===== src/rtl/interrupt_sequencer.sv =====
// External interrupt entry/exit sequencer for the 5-stage pipeline: picks a winner, flushes,
// redirects fetch to the vector, and on mret redirects back to the saved return PC.
module interrupt_sequencer #(
    parameter int unsigned NUM_IRQ     = 4,
    parameter int unsigned CAUSE_W     = 2,
    parameter logic [31:0] VECTOR_BASE = 32'h0000_0100,
    parameter int unsigned HOLDOFF     = 3
) (
    input  logic               clk,
    input  logic               reset,
    input  logic [NUM_IRQ-1:0] irq_req,
    input  logic               mask_we,
    input  logic [NUM_IRQ-1:0] mask_wdata,
    input  logic               PCSrcE,
    input  logic               StallD,
    input  logic               mret_E,
    input  logic               ValidM,
    input  logic               ValidE,
    input  logic               ValidD,
    input  logic [31:0]        PCM,
    input  logic [31:0]        PCE,
    input  logic [31:0]        PCD,
    input  logic [31:0]        PCF,
    output logic               stopped_interrupt,
    output logic               interrupt_en,
    output logic               redirect_valid,
    output logic [31:0]        redirect_pc,
    output logic [NUM_IRQ-1:0] irq_ack,
    output logic [31:0]        epc,
    output logic [CAUSE_W-1:0] cause,
    output logic               in_handler
);

    localparam int unsigned HoldW = (HOLDOFF > 0) ? $clog2(HOLDOFF + 1) : 1;
    localparam int unsigned PadW  = 30 - CAUSE_W;

    typedef enum logic [2:0] {
        StIdle,
        StFlush,
        StVector,
        StHandler,
        StReturn
    } state_e;

    state_e             state_q, state_d;
    logic [NUM_IRQ-1:0] mask_q, mask_d;
    logic               gie_q, gie_d;
    logic [31:0]        epc_q, epc_d;
    logic [CAUSE_W-1:0] cause_q, cause_d;
    logic [HoldW-1:0]   holdoff_q, holdoff_d;

    logic [NUM_IRQ-1:0] pending;
    logic [CAUSE_W-1:0] winner;
    logic               take;

    assign pending = irq_req & mask_q;

    always_comb begin
        winner = '0;
        for (int i = NUM_IRQ - 1; i >= 0; i--) begin
            if (pending[i]) begin
                winner = CAUSE_W'(i);
            end
        end
    end

    assign take = (state_q == StIdle) && (|pending) && gie_q && (holdoff_q == '0) &&
                  !PCSrcE && !StallD;

    always_comb begin
        state_d   = state_q;
        mask_d    = mask_we ? mask_wdata : mask_q;
        gie_d     = gie_q;
        epc_d     = epc_q;
        cause_d   = cause_q;
        holdoff_d = (holdoff_q != '0) ? holdoff_q - HoldW'(1) : holdoff_q;

        stopped_interrupt = 1'b0;
        interrupt_en      = 1'b0;
        redirect_valid    = 1'b0;
        redirect_pc       = '0;
        irq_ack           = '0;

        unique case (state_q)
            StIdle: begin
                // Winner is captured at the take edge so a request dropped during FLUSH
                // cannot change which line is acknowledged.
                if (take) begin
                    state_d = StFlush;
                    cause_d = winner;
                end
            end
            StFlush: begin
                stopped_interrupt = 1'b1;
                gie_d             = 1'b0;
                if (ValidM) begin
                    epc_d = PCM;
                end else if (ValidE) begin
                    epc_d = PCE;
                end else if (ValidD) begin
                    epc_d = PCD;
                end else begin
                    epc_d = PCF;
                end
                state_d = StVector;
            end
            StVector: begin
                interrupt_en   = 1'b1;
                redirect_valid = 1'b1;
                redirect_pc    = VECTOR_BASE + {{PadW{1'b0}}, cause_q, 2'b00};
                irq_ack        = {{(NUM_IRQ - 1){1'b0}}, 1'b1} << cause_q;
                state_d        = StHandler;
            end
            StHandler: begin
                if (mret_E) begin
                    state_d = StReturn;
                end
            end
            StReturn: begin
                interrupt_en   = 1'b1;
                redirect_valid = 1'b1;
                redirect_pc    = epc_q;
                gie_d          = 1'b1;
                holdoff_d      = HoldW'(HOLDOFF);
                state_d        = StIdle;
            end
            default: begin
                state_d = StIdle;
            end
        endcase
    end

    always_ff @(posedge clk) begin
        if (reset) begin
            state_q   <= StIdle;
            mask_q    <= '0;
            gie_q     <= 1'b1;
            epc_q     <= '0;
            cause_q   <= '0;
            holdoff_q <= '0;
        end else begin
            state_q   <= state_d;
            mask_q    <= mask_d;
            gie_q     <= gie_d;
            epc_q     <= epc_d;
            cause_q   <= cause_d;
            holdoff_q <= holdoff_d;
        end
    end

    assign epc        = epc_q;
    assign cause      = cause_q;
    assign in_handler = (state_q != StIdle);

endmodule


===== config.mk =====
export PLATFORM = sky130hd
export DESIGN_NAME = interrupt_sequencer
export DESIGN_NICKNAME = d
export VERILOG_FILES = /design/src/rtl/interrupt_sequencer.sv
export SDC_FILE = /design/constraint.sdc
export NUM_CORES = 1
export LEC_CHECK = 0
export BUFFER_PORTS_ARGS = -buffer_cell sky130_fd_sc_hd__buf_2
export CAP_MARGIN = 20
export CORE_ASPECT_RATIO = 1.25
export CORE_MARGIN = 2
export CORE_UTILIZATION = 41
export CTS_CLUSTER_DIAMETER = 40
export DETAILED_ROUTE_END_ITERATION = 6
export PLACE_DENSITY = 0.78
export SLEW_MARGIN = 20
export SYNTH_ARGS = -nofsm -noshare
export SYNTH_HDL_FRONTEND = slang
export SYNTH_SLANG_ARGS = --single-unit

===== constraint.sdc =====
create_clock -name clk -period 2.15 [get_ports clk]
set_clock_uncertainty 0.2 [all_clocks]
set_input_delay 0.645 -clock clk [delete_from_list [all_inputs] [get_ports clk]]
set_output_delay 0.645 -clock clk [all_outputs]
set_load 0.02 [all_outputs]

==> metrics.txt <==
vias about 3500; Final Worst Setup Slack -0.0714 ns; fin. max-slew vios 0; placed cell areas 4160 sq um; H-tree Lvls 2; most frequent cells in the layout buf_2 (186), mux2i_1 (68), dfxtp_1 (41); Die ar. 7980 sq um; Main synth FF type dfxtp_1; Critical Path RT between 1 and 1.5 ns; Syn Std Cell Area slightly below 3000 sq um; total gr overflow 0; vias in the first global route approximately 3300; most common cell after layout, fill and taps aside buf_2; Syn Nets 506; Final Cycle Share 103%; status finished, violations left; Inst Count DP approximately 640; 1st-iter DRT viols just over 90; dpl hpwl ~7900 microns; Final Hold Viols 0; Clock Power Share between 10% and 20%; Lkg Pwr about 2.4 nW; Tot Pwr ~3.2 mW; CP Capture Type output port; Clock Latency Late Sink approximately 0.29 ns; antenna violations before repair 0; Yosys cell types 38; flop2flop setup slack ~0.29 ns; Slew HR between 60% and 70%; placer's final routability congestion estimate about 1.0; number of CTS-inserted buffers 5; Initial Utilization a little over two fifths; final WL 10300 microns; type of origin of the critical path register; final setup fails 22; root buf cell clkbuf_8; Fin Hold WS around 0.29 ns; Logic pwr share about 49%; fmax 0.450 GHz; CTS tree done; failing checks negative setup slack; post-route antenna net violation count 0; I/O Pins ~220; Post-synth EDFFs 0; pre-CTS setup slack approximately 0.11 ns; RSZ-0062 raised after global routing yes; largest net degree at the start of global routing 65; Post-synth ARST share 0%; Setup CP Type reg2out; Slew @ Worst Pin around 0.47 ns; Internal Pwr Total 1.90 mW; global-route wire length before repair 15000 microns; Die Wd about 80 microns; overall routing resource usage a little under a quarter; routed length per instance ~16 microns; clk sink count between 40 and 50; YS warnings 0; sequential fraction of design power ~36%; Hold Crit Depth 2; diode count 0; Arr. time, crit path between 1 and 1.5 ns; Row Count 34; switching power between 1 and 1.5 mW; Max Root-Sink Buffers 2; Net Sw Frac roughly 41%; HP Class reg2reg; syn avg cell area 8.29 sq um; clock slew at reported path FFs 0.08 ns; peak supply drop 0.363 mV; die span in y 99.4 microns; port bufs 218; Core Footprint 7020 sq um; non-filler cells, final 655; hold_buf cts 0; Residual DRC 0; CP max FO 6; post-synthesis sequential area ratio around 30%; via-per-instance ratio about 5.3; pwr/cell area 727 nW/um^2; share of layout cells above drive strength 1 between 40% and 50%; Layout Area Growth over Synthesis 48.3%; Gate Count Post-Synth 360; fin area between 4000 and 5000 sq um; Reg2Reg Depth 6; #FFs+latches synth 44; max_cap viols 0; drt pass-1 iters 5; final net count between 700 and 800; fin crit period roughly 2.2 ns
[state kept, by name, indices dropped and copies added (netlist names)]
signal and flops:
cause 2, epc 32, gie_q 1, holdoff_q 2, mask_q 4, state_q 3
[cell usage after synthesis, types with 2 or more instances]
| cell type | count | area share (%) |
|---|---|---|
| a211oi_1 | 22 | 5.5 |
| a211oi_2 | 11 | 4.6 |
| a21oi_1 | 7 | 1.2 |
| a22o_1 | 2 | 0.59 |
| a22oi_1 | 2 | 0.50 |
| and3_1 | 31 | 6.5 |
| buf_2 | 10 | 1.7 |
| buf_4 | 5 | 1.3 |
| buf_6 | 3 | 1.1 |
| clkbuf_1 | 18 | 2.3 |
| dfxtp_1 | 44 | 30 |
| inv_1 | 6 | 0.75 |
| mux2i_1 | 68 | 23 |
| nand2_1 | 35 | 4.4 |
| nor2_1 | 41 | 5.2 |
| nor4_1 | 2 | 0.42 |
| o21ai_0 | 32 | 5.4 |
[metal layers]
metal  part of all wire [%]  wire [microns]  vias to the layer above  GRT usage [%]
met5                      0               0                        -              0
met4                    2.3             242                        0           7.82
met3                    5.7             584                       18           4.36
met2                     53            5450                      132           42.4
met1                     39            4060                     1603           28.0
li1                       -               -                     1704              -
[worst max-delay path: stages (launching register included)]
cell,delay [ns]
dfxtp_4,0.39
or2b_4,0.31
nor2_4,0.10
and3_4,0.18
buf_6,0.11
[through the flow]
step / utilization (%) / TNS (ns)
finish: 63.0 / -0.493
global placement: 59.2 / 0
global route: 63.0 / -3.08
floorplan: - / -0.156
detailed placement: 59.2 / 0
CTS: 61.2 / -0.589
[kinds of logic after synthesis]
| kind of cell | after synthesis | share of synthesized area [%] |
|---|---|---|
| buffers and inverters | 43 | 7.26 |
| adder cells (fa/ha/maj) | 1 | 0.419 |
| XOR/XNOR | 1 | 0.294 |
| multiplexers | 69 | 23.2 |
| AO/OA/AOI/OAI | 80 | 19.0 |
| flip-flops | 44 | 29.5 |
| AND/OR/NAND/NOR | 122 | 20.3 |
[cell type report]
| class | count | area, sq um |
|---|---|---|
| Fill cell | 640 | 2590 |
| Multi-Input combinational cell | 273 | 1940 |
| Timing Repair Buffer | 235 | 1390 |
| Sequential cell | 44 | 887 |
| Tap cell | 90 | 113 |
| Clock buffer | 6 | 72.6 |
| Inverter | 6 | 22.5 |
| Clock inverter | 1 | 5.00 |
[path summary, 6_finish.rpt]
check | start | to
setup / recovery | state_q[1] | irq_ack[2]
hold / removal | gie_q | gie_q
setup reg to reg | state_q[0] | epc[12]
hold reg to reg | gie_q | gie_q
[power by group through the flow]
| stage | registers (mW) | logic, mW | clock network [mW] |
|---|---|---|---|
| after floorplan | 1.31 | 0.787 | 0 |
| after detailed placement | 1.17 | 1.43 | 0 |
| after CTS | 1.15 | 1.49 | 0.510 |
| after global placement | 1.16 | 1.40 | 0 |
| final | 1.16 | 1.56 | 0.494 |
| after global routing | 1.18 | 1.70 | 0.540 |
[what timing repair did]
action | in CTS | in global routing
pin swaps | 5 | 2
gates cloned | 0 | 1
resized for setup | 19 | 37
endpoints found under the setup margin | 39 | 40
setup buffers | 2 | 1
Power figures use the tool's default switching activity.
